File: src/rtl/scroll_scheduler_if.sv
// Bundle of the frame-rate control inputs and the scroll outputs exchanged
// between the scroll scheduler and its surroundings (switch logic, renderer).
interface scroll_scheduler_if #(
  parameter int SPEED_W = 4
);
  logic               frame_tick;
  logic [SPEED_W-1:0] target_speed;
  logic               dir;
  logic               pause;
  logic               step_req;
  logic [9:0]         x_offset;
  logic [SPEED_W-1:0] cur_speed;
  logic               cur_dir;
  logic               running;
  logic               paused;
  logic               update_strobe;

  // Driver side: produces the frame tick and user requests, consumes the scroll state
  modport master (
    output frame_tick, target_speed, dir, pause, step_req,
    input  x_offset, cur_speed, cur_dir, running, paused, update_strobe
  );

  // Scheduler side
  modport slave (
    input  frame_tick, target_speed, dir, pause, step_req,
    output x_offset, cur_speed, cur_dir, running, paused, update_strobe
  );
endinterface

File: src/rtl/scroll_scheduler.sv
// Frame-rate sequencer for the scrolling sine-wave scene. Once per frame tick
// it ramps the scroll speed toward the requested target, brakes to zero before
// reversing, and supports pause with single-pixel stepping. All outputs are
// registered and only move in the cycle after a frame tick, so the renderer
// sees a stable offset for the whole visible frame.
module scroll_scheduler #(
  parameter int WRAP        = 400,
  parameter int SPEED_W     = 4,
  parameter int RAMP_FRAMES = 4
) (
  input  logic               clk,
  input  logic               reset,
  scroll_scheduler_if.slave  bus
);

  localparam int          RAMP_W    = (RAMP_FRAMES > 1) ? $clog2(RAMP_FRAMES) : 1;
  localparam logic [RAMP_W-1:0] RAMP_LAST = RAMP_W'(RAMP_FRAMES - 1);
  localparam logic [10:0] WRAP_11   = 11'(WRAP);

  typedef enum logic [1:0] {
    ST_INIT   = 2'd0,
    ST_RUN    = 2'd1,
    ST_PAUSED = 2'd2
  } state_t;

  state_t             state;
  state_t             state_next;

  logic [9:0]         x_offset;
  logic [SPEED_W-1:0] cur_speed;
  logic               cur_dir;
  logic               running;
  logic               paused;
  logic               update_strobe;
  logic [RAMP_W-1:0]  ramp_cnt;
  logic               step_pending;

  logic [9:0]         x_offset_next;
  logic [SPEED_W-1:0] cur_speed_next;
  logic               cur_dir_next;
  logic               running_next;
  logic               paused_next;
  logic [RAMP_W-1:0]  ramp_cnt_next;
  logic [SPEED_W-1:0] eff_target;

  // Move an offset by amt pixels in the given direction, folding back into
  // 0..WRAP-1. One correction suffices because amt is always below WRAP; the
  // 11-bit intermediate keeps the sign of a reverse underflow in bit 10.
  function automatic logic [9:0] wrap_move(input logic [9:0]         x,
                                           input logic [SPEED_W-1:0] amt,
                                           input logic               rev);
    logic [10:0] t;
    if (!rev) begin
      t = {1'b0, x} + 11'(amt);
      if (t >= WRAP_11) t = t - WRAP_11;
    end else begin
      t = {1'b0, x} - 11'(amt);
      if (t[10]) t = t + WRAP_11;
    end
    return 10'(t);
  endfunction

  // State register; only frame ticks advance the sequencer
  always_ff @(posedge clk) begin
    if (reset) begin
      state <= ST_INIT;
    end else if (bus.frame_tick) begin
      state <= state_next;
    end
  end

  // Next-state decision evaluated for the coming frame tick
  always_comb begin
    state_next = state;
    case (state)
      ST_INIT:   state_next = ST_RUN;
      ST_RUN:    if (bus.pause && (cur_speed == '0)) state_next = ST_PAUSED;
      ST_PAUSED: if (!bus.pause) state_next = ST_RUN;
      default:   state_next = ST_INIT;
    endcase
  end

  // Per-frame datapath update: offset advance, speed ramp, direction and pause flags
  always_comb begin
    x_offset_next  = x_offset;
    cur_speed_next = cur_speed;
    cur_dir_next   = cur_dir;
    running_next   = running;
    paused_next    = paused;
    ramp_cnt_next  = ramp_cnt;
    eff_target     = (bus.pause || (bus.dir != cur_dir)) ? '0 : bus.target_speed;
    case (state)
      ST_INIT: begin
        running_next = 1'b1;
      end
      ST_RUN: begin
        x_offset_next = wrap_move(x_offset, cur_speed, cur_dir);
        if ((cur_speed == '0) && (bus.dir != cur_dir)) begin
          cur_dir_next  = bus.dir;
          ramp_cnt_next = '0;
        end else if (cur_speed == eff_target) begin
          ramp_cnt_next = '0;
        end else if (ramp_cnt == RAMP_LAST) begin
          cur_speed_next = (cur_speed < eff_target) ? cur_speed + SPEED_W'(1)
                                                    : cur_speed - SPEED_W'(1);
          ramp_cnt_next  = '0;
        end else begin
          ramp_cnt_next = ramp_cnt + RAMP_W'(1);
        end
        if (bus.pause && (cur_speed == '0)) paused_next = 1'b1;
      end
      ST_PAUSED: begin
        cur_dir_next   = bus.dir;
        cur_speed_next = '0;
        if (!bus.pause) begin
          paused_next   = 1'b0;
          ramp_cnt_next = '0;
        end else if (step_pending || bus.step_req) begin
          x_offset_next = wrap_move(x_offset, SPEED_W'(1), cur_dir);
        end
      end
      default: begin
        x_offset_next = x_offset;
      end
    endcase
  end

  // Datapath registers; step requests are latched between ticks while paused
  always_ff @(posedge clk) begin
    if (reset) begin
      x_offset      <= '0;
      cur_speed     <= '0;
      cur_dir       <= 1'b0;
      running       <= 1'b0;
      paused        <= 1'b0;
      update_strobe <= 1'b0;
      ramp_cnt      <= '0;
      step_pending  <= 1'b0;
    end else begin
      update_strobe <= bus.frame_tick && (state != ST_INIT);
      if (bus.frame_tick) begin
        x_offset     <= x_offset_next;
        cur_speed    <= cur_speed_next;
        cur_dir      <= cur_dir_next;
        running      <= running_next;
        paused       <= paused_next;
        ramp_cnt     <= ramp_cnt_next;
        step_pending <= 1'b0;
      end else if ((state == ST_PAUSED) && bus.step_req) begin
        step_pending <= 1'b1;
      end
    end
  end

  assign bus.x_offset      = x_offset;
  assign bus.cur_speed     = cur_speed;
  assign bus.cur_dir       = cur_dir;
  assign bus.running       = running;
  assign bus.paused        = paused;
  assign bus.update_strobe = update_strobe;

endmodule

File: src/flat_wrapper.sv
// flat-port wrapper written by rule: the top's interface ports become plain ports
module scroll_scheduler_flat 
#(
  parameter int WRAP        = 400,
  parameter int SPEED_W     = 4,
  parameter int RAMP_FRAMES = 4
)
  (clk, reset, bus_frame_tick, bus_target_speed, bus_dir, bus_pause, bus_step_req, bus_x_offset, bus_cur_speed, bus_cur_dir, bus_running, bus_paused, bus_update_strobe);
  scroll_scheduler_if #(.SPEED_W(SPEED_W)) bus_i ();
  input  logic clk;
  input  logic reset;
  input wire logic [$bits(bus_i.frame_tick)-1:0] bus_frame_tick;
  input wire logic [$bits(bus_i.target_speed)-1:0] bus_target_speed;
  input wire logic [$bits(bus_i.dir)-1:0] bus_dir;
  input wire logic [$bits(bus_i.pause)-1:0] bus_pause;
  input wire logic [$bits(bus_i.step_req)-1:0] bus_step_req;
  output wire logic [$bits(bus_i.x_offset)-1:0] bus_x_offset;
  output wire logic [$bits(bus_i.cur_speed)-1:0] bus_cur_speed;
  output wire logic [$bits(bus_i.cur_dir)-1:0] bus_cur_dir;
  output wire logic [$bits(bus_i.running)-1:0] bus_running;
  output wire logic [$bits(bus_i.paused)-1:0] bus_paused;
  output wire logic [$bits(bus_i.update_strobe)-1:0] bus_update_strobe;
  assign bus_i.frame_tick = bus_frame_tick;
  assign bus_i.target_speed = bus_target_speed;
  assign bus_i.dir = bus_dir;
  assign bus_i.pause = bus_pause;
  assign bus_i.step_req = bus_step_req;
  assign bus_x_offset = bus_i.x_offset;
  assign bus_cur_speed = bus_i.cur_speed;
  assign bus_cur_dir = bus_i.cur_dir;
  assign bus_running = bus_i.running;
  assign bus_paused = bus_i.paused;
  assign bus_update_strobe = bus_i.update_strobe;
  scroll_scheduler #(.WRAP(WRAP), .SPEED_W(SPEED_W), .RAMP_FRAMES(RAMP_FRAMES)) u_core (.clk(clk), .reset(reset), .bus(bus_i));
endmodule
File: config.mk
export PLATFORM = sky130hd
export DESIGN_NAME = scroll_scheduler_flat
export DESIGN_NICKNAME = d
export VERILOG_FILES = /design/src/rtl/scroll_scheduler_if.sv /design/src/rtl/scroll_scheduler.sv /design/src/flat_wrapper.sv
export SDC_FILE = /design/constraint.sdc
export NUM_CORES = 1
export LEC_CHECK = 0
export CORE_UTILIZATION = 55
export CTS_BUF_LIST = sky130_fd_sc_hd__clkbuf_8 sky130_fd_sc_hd__clkbuf_16
export DETAILED_ROUTE_END_ITERATION = 12
export PLACE_DENSITY_LB_ADDON = 0.15
export SETUP_SLACK_MARGIN = 0.5
export SKIP_CTS_REPAIR_TIMING = 1
export SLEW_MARGIN = 40
export SYNTH_ARGS = -nofsm -noshare
export SYNTH_HDL_FRONTEND = slang
export SYNTH_SLANG_ARGS = --single-unit
File: constraint.sdc
create_clock -name clk -period 3.7 [get_ports clk]
set_input_delay 0.555 -clock clk [delete_from_list [all_inputs] [get_ports clk]]
set_output_delay 0.555 -clock clk [all_outputs]
set_load 0.02 [all_outputs]
# Word level (Yosys, flattened, before mapping)
# Index checks and enable logic that the tools add are counted.
[word_totals] register_bits=23 inputBits=10 output_inout_bits=18 word_cells=82
[classes] add_sub_neg=11 n_lt_le_gt_ge=3 eq_ne=13 n_mux=28 reduce_logical=18
[op_table] cell="two-way mux 10 bit" count=8
[op_table] cell=">= comparator 11 x 9 -> 1 bit (second input constant)" count=2
[op_table] cell="adder 10 x 9 -> 10 bit (second input constant)" count=2
[op_table] cell="two-way mux 4 bit" count=5
[op_table] cell="one-hot mux 10 bit (2 select lines)" count=1
[op_table] cell="subtractor 10 x 9 -> 10 bit (second input constant)" count=2
[op_table] cell="two-way mux 2 bit" count=6
[op_table] cell="adder 10 x 1 -> 11 bit (second input constant)" count=1
[op_table] cell="adder 10 x 4 -> 11 bit" count=1
[op_table] cell="subtractor 10 x 1 -> 11 bit (second input constant)" count=1
[op_table] cell="subtractor 10 x 4 -> 11 bit" count=1
[op_table] cell="AND reduction 3 bit" count=3
[op_table] cell="!= test 2 x 1 -> 1 bit (second input constant)" count=4
[op_table] cell="!= test 2 bit (second input constant)" count=4
[op_table] cell="one-hot mux 4 bit (2 select lines)" count=1
[op_table] cell="AND reduction 4 bit" count=2
[op_table] cell="one-hot mux 2 bit (3 select lines)" count=1
[op_table] cell="AND reduction 5 bit" count=1
[op_table] cell="adder 4 x 1 -> 4 bit (second input constant)" count=1
[op_table] cell="== test 2 bit (second input constant)" count=2
[op_table] cell="== test 4 bit" count=1
[op_table] cell="logical AND 1 bit" count=4
[op_table] cell="logical NOT 4 bit" count=1
[op_table] cell="< comparator 4 bit" count=1
[op_table] cell="other kinds (12)" count=17

# Depth between registers and ports, before layout
# Gate-level depths: netlist of the first run.
[logic_depth] word_depth=9 ltp_mapped=17 mapped_depth_nobuf=16

# Least setup slack after synthesis of the first run
# OpenSTA, ideal clock, no wires.
[synth_timing] kind="register to register" startpoint="reg u_core.cur_speed[1], in the netlist u_core.bus.cur_speed[1]" endpoint="reg u_core.x_offset[5], in the netlist u_core.bus.x_offset[5]" setup_time_ns=0.133 arrival_time_ns=3.007 required_time_ns=3.567 path_slack_ns=0.559 stages_incl_launch_ff=14 n_path_buf=0 synth_period_minus_slack_ns=3.141 cell_sequence="dfxtp_1 -> inv_1 -> ha_1 -> nor2b_1 -> o31a_1 -> o31a_1 -> or2_2 -> ha_1 -> inv_1 -> a21oi_1 -> a221o_1 -> a31oi_1 -> o21ai_1 -> nor4b_4"
[synth_between] elab_chain_len=5 elab_cells_between_ends=9 classes_between="4 x add/sub; 1 x order compare; 4 x mux"
[synth_rtl] item="start, declared" line_no="scroll_scheduler.sv:30" source="logic [SPEED_W-1:0] cur_speed;"
[synth_rtl] item="start signal, assigned" line_no="scroll_scheduler.sv:143" source="cur_speed <= cur_speed_next;"
[synth_rtl] item="adder 10 x 4 -> 11 bit or subtractor 10 x 4 -> 11 bit (tied branches)" line_no="scroll_scheduler.sv:54, scroll_scheduler.sv:57"
[synth_rtl] item="subtractor 10 x 9 -> 10 bit (tied with other cells)" line_no="scroll_scheduler.sv:55" source="if (t >= WRAP_11) t = t - WRAP_11;"
[synth_rtl] item="two-way mux 10 bit, on equally long branches" line_no="scroll_scheduler.sv:55, scroll_scheduler.sv:58"
[synth_rtl] item="two-way mux 10 bit (*)" line_no="scroll_scheduler.sv:53" source="if (!rev) begin"
[synth_rtl] item="one-hot mux 10 bit (2 select lines) (*)" line_no="scroll_scheduler.sv:92" source="case (state)"
[synth_rtl] item="end signal, assigned" line_no="scroll_scheduler.sv:142" source="x_offset <= x_offset_next;"
[synth_rtl] item="end, declared" line_no="scroll_scheduler.sv:29" source="logic [9:0] x_offset;"
# Every way passes the cells marked *; elsewhere a longest branch is shown, timed or not.
# A chain may end at the register's enable or synchronous reset.

# Worst setup path in the final report of the first run
[layout_timing] startpoint="in bus_pause" endpoint="reg u_core.cur_speed[3], in the netlist u_core.bus.cur_speed[3]"
[layout_between] elab_chain_len=8 elab_cells_between_ends=11 classes_between="1 x order compare; 2 x eq/ne; 6 x mux; 2 x reduce/logical"
[layout_rtl] item="start, declared" line_no="flat_wrapper.sv:15" source="input wire logic [$bits(bus_i.pause)-1:0] bus_pause;"
[layout_rtl] item="logical OR 1 bit (*)" line_no="scroll_scheduler.sv:91" source="eff_target = (bus.pause || (bus.dir != cur_dir)) ? '0 : bus.target_speed;"
[layout_rtl] item="two-way mux 4 bit (*)" line_no="scroll_scheduler.sv:91"
[layout_rtl] item="< comparator 4 bit" line_no="scroll_scheduler.sv:104" source="cur_speed_next = (cur_speed < eff_target) ? cur_speed + SPEED_W'(1)"
[layout_rtl] item="two-way mux 4 bit" line_no="scroll_scheduler.sv:104"
[layout_rtl] item="two-way mux 4 bit" line_no="scroll_scheduler.sv:103" source="end else if (ramp_cnt == RAMP_LAST) begin"
[layout_rtl] item="two-way mux 4 bit" line_no="scroll_scheduler.sv:101" source="end else if (cur_speed == eff_target) begin"
[layout_rtl] item="two-way mux 4 bit" line_no="scroll_scheduler.sv:98" source="if ((cur_speed == '0) && (bus.dir != cur_dir)) begin"
[layout_rtl] item="one-hot mux 4 bit (2 select lines)" line_no="scroll_scheduler.sv:92"
# Every way passes the cells marked *; elsewhere a longest branch is shown, timed or not. The select of a mux whose other input is x is not followed.

==> run_results.csv, run 1 <==
group,metric,value,unit
synth,synthFlopType,"dfxtp_1",
pwr,power_density,243,mW/mm^2
worst_setup_path,criticalPathCategory,"input pin to flip-flop",
pwr,seqPwrFrac,32.5,%
pwr,intPower,503,uW
clocking,cts_made_buffers,3,
worst_setup_path,r2r_slack,660,ps
synth,synth_top_area_share,15.2,%
flow_run,cap_violations,0,
synth,synth_top_family_by_area,"simple AND/OR/NAND/NOR gates",
route,vias,3217,
clocking,htree_levels,1,
route,drtIter0Drc,325,
pwr,swShare,40.5,%
pwr,netSwitchingPower,341,uW
clocking,tritoncts,"done",
global_route,grt-ovfl-total,0,
final_layout,seq_area,463,sq um
worst_setup_path,path_buf_inv,2,
sta,fin_tns_setup,0,ps
final_layout,nFillCells,479,
sta,report.final.slew_viol_count,0,
synth,post-synth-top-count-cell,"nor2_1",
final_layout,area_growth,14.9,%
clocking,clkSinkCount,23,
final_layout,multi_input_area,0.00237,sq mm
global_route,grt_util_all_layers,30.4,%
sta,rsz0062_at_grt,"true",
floorplan,initial_utilization,58.1,%
clocking,clkTransAtPathRegs,100,ps
sta,fin_skew,8.14,ps
worst_setup_path,cp-startpoint,"bus_pause",
synth,avgSynthCellArea,7.21,sq um
pwr,power.total,844,uW
sta,period_share,84.7,%
route,wl,8.73,mm
route,wl_per_cell,17.1,um
sta,period_needed,3130,ps
floorplan,die_w,76.1,um
synth,synth_edf_count,0,
worst_setup_path,r2r-start,"u_core.bus.cur_speed[3]",
synth,synthCells,419,
global_route,grt_max_degree,25,
synth,synth.area.top_cells,"dfxtp_1 15%, ha_1 10%, xnor2_1 6.4%",
sta,final-hold-violation-count,0,
synth,synth-compound-area-share,26.4,%
worst_setup_path,arrival,3300,ps
pwr,irDropWorstVdd,0.000178,V
clocking,root_buffer,"clkbuf_8",
synth,synthSimpleGateAreaFrac,26.8,%
final_layout,diodes,0,
synth,yosys-mux-area-fraction,3.06,%
route,firstDrtPassIters,5,
worst_setup_path,crit_slowest_cell,"clkdlybuf4s50_1",
final_layout,num-nets-final,481,
floorplan,row_count,26,
run_status,outcome,"complete, no violations",
pwr,clkPwrFrac,20.9,%
floorplan,coreArea,0.00520,sq mm
synth,ys_seq_area_share,15.2,%
worst_setup_path,max_stage_delay,530,ps
synth,synth_xor_area_share,8.99,%
clocking,cts_max_path_buffers,2,
floorplan,die_h,76.1,um
sta,slew_headroom,54.9,%
route,vias_per_cell,6.28,
synth,synth_area,0.00302,sq mm
synth,yosysTopAreaCell,"dfxtp_1",
placed_design,port_buffers,27,
sta,setup_violations,0,
worst_setup_path,endpoint,"u_core.bus.cur_speed[3]",
worst_setup_path,cp_cell_sequence,"clkdlybuf4s50_1, nor2_2, nand2_1, ha_1, nor2b_1, o21ai_0, nand2b_1, a21oi_2, inv_1, ha_1, a21o_1, a21oi_2, xor2_1, nor2_1, o21ai_1, a21oi_1",
sta,worstMarginPinSlew,670,ps
synth,synth_nets,457,
synth,synth-warning-count,0,
pwr,p_leak,1.41,nW
route,drtAntennaViolNets,0,
placed_design,place.gp.congestion,0.951,
synth,async_flop_share,0,%
clocking,worstSkewPairLatency,280,ps
worst_setup_path,r2r-end,"u_core.bus.x_offset[5]",
synth,synth_common_cells,"43 x nor2_1, 39 x nand2_1, 37 x a21oi_1, 25 x ha_1, 23 x dfxtp_1",
global_route,grt_pass1_wl,14.3,mm
floorplan,die_area,0.00579,sq mm
hold_path,hold_class,"flip-flop to flip-flop",
synth,synth_fa_ha_area_share,12.3,%
worst_setup_path,cp.required,3870,ps
global_route,antenna_found_initial,0,
sta,fmax,319,MHz
floorplan,ios,28,
synth,ys_ff_latch,23,
route,post-route-drc-count,0,
pwr,comb_power_share,46.6,%
synth,yosysUniqueCellTypes,64,
worst_setup_path,cp_top_family,"compound AO/OA/AOI/OAI gates",
placed_design,dp_hpwl,6.49,mm
final_layout,drive_gt1_share,9.95,%
worst_setup_path,crit_path_max_fanout,5,
worst_setup_path,setup.worst_path.end_class,"flip-flop",
worst_setup_path,reg2regPathDepth,14,
worst_setup_path,start_kind,"input pin",
global_route,grt_pass1_vias,2945,
worst_setup_path,cp_num_cells,16,
kinds of logic (layout without fill, tap and decap cells):
| logic type | after synthesis | in the layout |
|---|---|---|
| compound gates | 123 | 123 |
| mux | 8 | 8 |
| simple gates | 155 | 155 |
| xor+xnor | 31 | 31 |
| buf+inv | 51 | 74 |
| flops | 23 | 23 |
| fa+ha+maj | 28 | 28 |
cell usage in the layout (no fill, tap or decap), types with 3 or more instances in the layout:
cell	n
o32ai_1	3
dfxtp_1	21
nand2_1	39
or3_1	3
nor2_1	42
or2_2	3
nor3_1	14
xnor2_1	22
ha_1	24
a21oi_1	35
o22ai_1	3
clkdlybuf4s50_1	26
mux2i_1	7
and2_1	4
clkbuf_8	3
nand3_1	12
nand4_1	4
o21ai_1	5
a211oi_1	10
o21ai_0	17
a31oi_1	12
and3_1	3
nor4_1	3
o31ai_1	4
a21o_1	4
buf_4	19
xor2_1	9
nand2b_1	6
nor2b_1	7
fa_1	3
a22oi_1	4
inv_1	22
worst reg2reg max path: stages, from the launching register on:
cell and delay [ps]:
dfxtp_2 410, inv_1 90, ha_1 390, o21a_1 160
o31a_1 210, buf_4 170, nor4_1 50, or2_2 300
ha_1 290, inv_1 50, a21oi_1 50, a221o_1 360
a31oi_1 150, o21ai_1 80, nor4b_4 130
metrics by stage:
| stage | utilization (%) | worst slack (ps) | instance area [sq um] | hold slack [ps] | cells |
|---|---|---|---|---|---|
| 2_1_floorplan | - | 559 | 3020 | 470 | 419 |
| 3_3_place_gp | 65.1 | 204 | 3390 | 462 | 507 |
| 3_5_place_dp | 65.1 | 84.0 | 3390 | 458 | 507 |
| 4_1_cts | 66.0 | 378 | 3440 | 491 | 511 |
| 5_1_grt | 66.7 | 433 | 3470 | 530 | 512 |
| 6_report | 66.7 | 567 | 3470 | 483 | 512 |
how the worst min path moves through the flow:
stage | depth (start not counted) | end | from | slack (ps)
finish | 2 | u_core.bus.running | u_core.bus.running | 480
global route | 2 | u_core.bus.running | u_core.bus.running | 530
CTS | 2 | u_core.bus.running | u_core.bus.running | 490
detailed placement | 2 | u_core.bus.running | u_core.bus.running | 460
global placement | 2 | u_core.bus.running | u_core.bus.running | 460
floorplan | 2 | u_core.ramp_cnt[1] | u_core.ramp_cnt[1] | 470
power by group through the flow:
stage | logic (mW) | registers (mW) | clock network [mW]
after floorplan | 0.271 | 0.283 | 0
after global placement | 0.372 | 0.279 | 0
after detailed placement | 0.380 | 0.280 | 0
after CTS | 0.382 | 0.274 | 0.177
after global routing | 0.433 | 0.276 | 0.187
final | 0.393 | 0.274 | 0.177
area by class of cell:
class                           instances  area share [%]
Timing Repair Buffer                   46            12.0
Multi-Input combinational cell        345            68.3
Clock inverter                          1           0.144
Sequential cell                        23            13.3
Clock buffer                            3            1.19
Inverter                               24            2.59
Tap cell                               70            2.52
flip-flops by register name (all words and copies together), names as in the netlist:
register	cells
u_core.state	2
u_core.bus.cur_dir	1
u_core.bus.running	1
u_core.bus.paused	1
u_core.bus.cur_speed	4
u_core.step_pending	1
u_core.bus.update_strobe	1
u_core.ramp_cnt	2
u_core.bus.x_offset	10
layer usage:
| metal | vias to the layer above | global-route usage [%] | part of all wire (%) |
|---|---|---|---|
| met5 | - | 0 | 0 |
| met4 | 0 | 10.6 | 3.1 |
| met3 | 24 | 3.11 | 6.4 |
| met2 | 134 | 53.3 | 49 |
| met1 | 1507 | 38.6 | 42 |
| li1 | 1552 | - | - |
(Power assumes the default switching activity.)
==> run 2: changes to the inputs <==
==> constraint.sdc (replaced) <==
create_clock -name clk -period 3.2 [get_ports clk]
set_input_delay 0.48 -clock clk [delete_from_list [all_inputs] [get_ports clk]]
set_output_delay 0.48 -clock clk [all_outputs]
set_load 0.02 [all_outputs]
==> run 2 against run 1 <==
  * Sequential share of layout area shrank 0.90 points
  * Highest routed layer unchanged
  * Total power grew 25%
  * Sequential power grew 15%
  * Critical endpoint unchanged
  * Worst hold slack lost 0.91 ps
  * First-iteration DRC count grew 10%
  * Critical path depth is the same
  * Routed wire length grew 11%
  * Largest power group unchanged
  * Final cell count grew 6.3%
  * Setup slack lost 180 ps
  * Clock power grew 12%
==> run_results.csv, run 2 (synthesis results as in run 1) <==
group,metric,value,unit
sta,final-hold-violation-count,0,
final_layout,top_regs,"u_core.bus.x_offset x10, u_core.bus.cur_speed x4",
final_layout,multi_input_area,0.00255,sq mm
sta,fin_skew,8.66,ps
placed_design,dp_hpwl,6.60,mm
worst_setup_path,crit_path_max_fanout,4,
final_layout,layout_common_cells,"49 x buf_4, 40 x nor2_1, 39 x nand2_1",
final_layout,largest-register,"u_core.bus.x_offset",
final_layout,final_area,0.00394,sq mm
clocking,clkSinkCount,23,
global_route,grt_max_degree,19,
final_layout,nFillCells,403,
global_route,antenna_found_initial,0,
route,vias,3463,
global_route,grt-ovfl-total,0,
worst_setup_path,start_kind,"flip-flop",
clocking,cts_max_path_buffers,2,
worst_setup_path,criticalPathCategory,"flip-flop to flip-flop",
sta,period_needed,2820,ps
floorplan,initial_utilization,58.1,%
sta,fin_tns_setup,0,ps
clocking,htree_levels,1,
floorplan,row_count,26,
global_route,grt_pass1_wl,14.6,mm
final_layout,drive_gt1_share,23.2,%
clocking,clkTransAtPathRegs,100,ps
sta,fmax,355,MHz
worst_setup_path,cp.required,3340,ps
route,wl_per_cell,17.8,um
clocking,cts_made_buffers,3,
clocking,worstSkewPairLatency,280,ps
pwr,irDropWorstVdd,0.000255,V
final_layout,final_common_cell,"buf_4",
sta,rsz0062_at_grt,"true",
sta,worstMarginPinSlew,687,ps
route,drtIter0Drc,359,
final_layout,diodes,0,
hold_path,hold_class,"flip-flop to flip-flop",
floorplan,die_w,76.1,um
floorplan,die_h,76.1,um
sta,period_share,88.0,%
route,drtAntennaViolNets,0,
floorplan,die_area,0.00579,sq mm
clocking,root_buffer,"clkbuf_8",
pwr,p_leak,1.61,nW
floorplan,coreArea,0.00520,sq mm
floorplan,ios,28,
worst_setup_path,setup.worst_path.end_class,"flip-flop",
flow_run,cap_violations,0,
clocking,tritoncts,"done",
final_layout,seq_area,489,sq um
run_status,outcome,"complete, no violations",
sta,slew_headroom,53.8,%
route,vias_per_cell,6.37,
sta,setup_violations,0,
placed_design,port_buffers,27,
final_layout,area_growth,30.2,%
pwr,power_density,267,mW/mm^2
sta,report.final.slew_viol_count,0,
final_layout,num-nets-final,513,
placed_design,place.gp.congestion,0.930,
global_route,grt_pass1_vias,3017,
final_layout,largest_reg_flops,10,
route,wl,9.67,mm
route,firstDrtPassIters,5,
worst_setup_path,arrival,2950,ps
route,post-route-drc-count,0,
placed_design,postPlaceCellArea,0.00350,sq mm
global_route,grt_util_all_layers,30.9,%
## run 2: cell types whose count changed in the layout (fill, tap and decap cells not counted), sizes merged
| cell | change |
|---|---|
| dlymetal6s2s | +1 |
| buf | +32 |
| clkdlybuf4s50 | -1 |
## run 2: final timing paths
kind                            slack [ps]          startpoint                      end  depth (start not counted)
worst max-delay path                   380  u_core.bus.cur_dir  u_core.bus.cur_speed[3]                         16
worst min-delay path                   480  u_core.bus.running       u_core.bus.running                          2
worst max register to register         380  u_core.bus.cur_dir  u_core.bus.cur_speed[3]                         16
worst min register to register         480  u_core.bus.running       u_core.bus.running                          2
## run 2: final cells by class
cell class              count  area share (%)
multi-input cells         345            64.9
repair buffers             78            16.9
flip-flops and latches     23            12.4
inverters                  24            2.35
well taps                  70            2.23
clock buffers               3            1.05
clock inverters             1           0.127
## run 2: through the flow
step,hold slack [ps],setup WS [ps],instances,total power [mW],util [%]
2_1_floorplan,470,365,419,0.645,-
3_3_place_gp,454,-17.6,516,0.761,67.2
3_5_place_dp,461,-105,516,0.771,67.2
4_1_cts,487,175,520,0.965,68.1
5_1_grt,533,197,544,1.12,75.6
6_report,482,383,544,1.05,75.6
## run 2: power by group
group | leakage, nW | switching [mW] | internal, mW
logic | 1.40 | 0.289 | 0.249
clock network | 0.0255 | 0.111 | 0.0876
registers | 0.193 | 0.0203 | 0.295
## run 2: worst max-delay path, cell delays in order, from the launching register on
cell      delay, ps
dfxtp_4         370
xor2_2          180
nor2_2          130
nand2_1          70
ha_1            280
nor2b_1         130
o21ai_1         130
nand2b_1         90
a21oi_2         160
inv_1            70
ha_1            270
a21o_1          170
a21oi_2         140
xor2_1          190
nor2_1           60
o21ai_1         140
a21oi_1          90
## run 2: routing by layer
layer / vias up / global-route usage (%) / share of wire [%]
met4: 0 / 14.0 / 2.9
met1: 1615 / 38.5 / 40
met2: 196 / 53.1 / 51
met3: 31 / 3.71 / 6.5
met5: - / 0 / 0
li1: 1621 / - / -
==> RTL change: new RTL, settings of run 2 <==
`WRAP` is set to 400 in 2 places; all go to 256.
--- a/src/rtl/scroll_scheduler.sv
+++ b/src/rtl/scroll_scheduler.sv
@@ -6,3 +6,3 @@
 module scroll_scheduler #(
-  parameter int WRAP        = 400,
+  parameter int WRAP        = 256,
   parameter int SPEED_W     = 4,
--- a/src/flat_wrapper.sv
+++ b/src/flat_wrapper.sv
@@ -3,3 +3,3 @@
 #(
-  parameter int WRAP        = 400,
+  parameter int WRAP        = 256,
   parameter int SPEED_W     = 4,
Formal check against the unedited RTL: not equivalent (Yosys sat finds a counterexample within 4 cycles, from zero or initial values and one cycle with reset high).
==> RTL change against run 2 <==
- sequential cell count unchanged
- final area decreased by 21%
- clock skew decreased by 5.4 ps
- via count decreased by 25%
- wire length decreased by 28%
- final cell count decreased by 25%
- total power decreased by 24%
- synthesized area decreased by 17%
- utilization decreased by 4.3 points
- setup slack got worse by 71 ps
- hold slack got worse by 4.9 ps
- sequential power decreased by 2%
- synthesized cell count decreased by 23%
- critical path type is now input port to flip-flop
- critical endpoint unchanged
- largest power group is now registers
- highest routed layer unchanged
==> RTL change: results <==
group,metric,value,unit
placed_design,gpl.final_weighted_congestion,1.019,
synthesis,synth_adder_area_share,13.79,%
synthesis,synth_cell_types,63,
clock_tree,clkSlewWorstSetupHoldPaths,80,ps
synthesis,synth_mux_area_share,4.514,%
sta,timing.clock.skew,3.281,ps
final_layout,fraction_of_final_layout_cells_with_drive_strength_greater_than_1,19.10,%
critical_path,slowest_stage,"sky130_fd_sc_hd__clkdlybuf4s50_1",
global_routing,wire_length_of_the_first_global_routing_pass,10730,µm
synthesis,top_cell_types_by_occurrence_after_synthesis,"28 x sky130_fd_sc_hd__nor2_1, 23 x sky130_fd_sc_hd__a21oi_1, 23 x sky130_fd_sc_hd__dfxtp_1, 23 x sky130_fd_sc_hd__ha_1, 22 x sky130_fd_sc_hd__nand2_1",
global_routing,all_layer_global_routing_usage,27.20,%
global_routing,pin_count_of_the_biggest_net_entering_global_routing,20,
routing,viasPerCell,6.355,
placed_design,dp_cells,397,
synthesis,ys_top_cells_by_area,"sky130_fd_sc_hd__dfxtp_1 18%, sky130_fd_sc_hd__ha_1 11%, sky130_fd_sc_hd__a21oi_1 4.6%",
critical_path,critical_path.max_stage_delay,490,ps
clock_tree,ctsRootBufferMaster,"sky130_fd_sc_hd__clkbuf_8",
pwr,power_leakage,0.001193,µW
synthesis,synthCells,322,
global_routing,first_global_vias,2403,
synthesis,synth_nets,358,
sta,slew-limit-headroom,50.99,%
final_layout,nNetsFinal,393,
pwr,vdd.ir_drop.worst,0.2856,mV
critical_path,cp_data_arrival_time,3110,ps
synthesis,xor_xnor_fraction_of_synth_area,5.556,%
final_layout,fillerInstances,352,
status,status,"completed",
min_path,hold_class,"flip-flop to flip-flop",
routing,route.vias.total,2593,
critical_path,reg2reg_setup_slack,360,ps
pwr,cell_internal_pwr,517.5,µW
synthesis,proportion_of_synthesized_chip_area_in_sequential_cells,18.25,%
routing,detail_route.wl_per_cell,17.17,µm
placed_design,dp_hpwl,4983,µm
critical_path,critical_path_peak_fanout,3,
synthesis,synth_compound_area_share,25.84,%
routing,drtIter0Drc,269,
placed_design,dpl_cell_area,2875,µm²
sta,achievable-frequency,346.2,MHz
placed_design,post_place_setup_slack,-298.8,ps
## RTL change: changes by cell type after synthesis, sizes merged, moves of 3 or more
cell | run 2 | this run
o211ai | 1 | 6
nor2b | 7 | 3
a21oi | 37 | 23
o21ai | 23 | 13
a22oi | 4 | 0
nand2 | 39 | 22
clkbuf | 12 | 7
xnor2 | 22 | 9
inv | 22 | 16
or3 | 4 | 7
nor2 | 43 | 28
nor3 | 16 | 10
a211oi | 10 | 5
a31oi | 12 | 7
## RTL change: area by class of cell
class                   instances  area share, %
inverters                      18          2.160
flip-flops and latches         23          15.00
clock buffers                   3          1.320
clock inverters                 1         0.1600
well taps                      52          2.080
multi-input cells             260          64.48
repair buffers                 51          14.80
## RTL change: worst paths after layout
kind | end | start | cells after the start
worst min-delay path | u_core.ramp_cnt[1]$_SDFFE_PP0P_ | u_core.ramp_cnt[1]$_SDFFE_PP0P_ | 2
worst min register to register | u_core.ramp_cnt[1]$_SDFFE_PP0P_ | u_core.ramp_cnt[1]$_SDFFE_PP0P_ | 2
worst max register to register | u_core.bus.cur_speed[3]$_SDFFE_PP0P_ | u_core.bus.cur_dir$_SDFFE_PP0P_ | 15
worst max-delay path | u_core.bus.cur_speed[3]$_SDFFE_PP0P_ | bus_target_speed[1] | 13
## RTL change: critical path: cells and delay by family
kind            cells  cell delay (ps)
compound gates      5              770
fa+ha+maj           2              470
buf+inv             1              490
simple gates        5              890
## RTL change: kinds of logic (layout without fill, tap and decap cells)
family / Yosys count / in the layout
simple gates: 120 / 120
compound gates: 88 / 88
buf+inv: 39 / 73
fa+ha+maj: 26 / 26
flops: 23 / 23
xor+xnor: 16 / 16
mux: 10 / 10
## RTL change: power groups by stage
stage / Clock (µW) / Combinational [µW] / Sequential [µW]
4_1_cts: 192 / 278 / 308
3_3_place_gp: 0 / 270 / 314
2_1_floorplan: 0 / 180 / 324
3_5_place_dp: 0 / 276 / 315
5_1_grt: 205 / 325 / 311
6_report: 190 / 299 / 309
## RTL change: per-stage QoR
step	utilization, %	hold slack, ps
2_1_floorplan	-	435.6
3_3_place_gp	65.58	447.2
3_5_place_dp	65.58	460.4
4_1_cts	66.64	477.4
5_1_grt	71.35	503.8
6_report	71.35	477.4
## RTL change: metal layers
layer	routed length (µm)	up-vias	GRT usage [%]
met5	0	-	0
met4	144	0	10.44
met3	481	17	3.343
met2	3453	104	49.62
met1	2925	1217	32.25
li1	-	1255	-
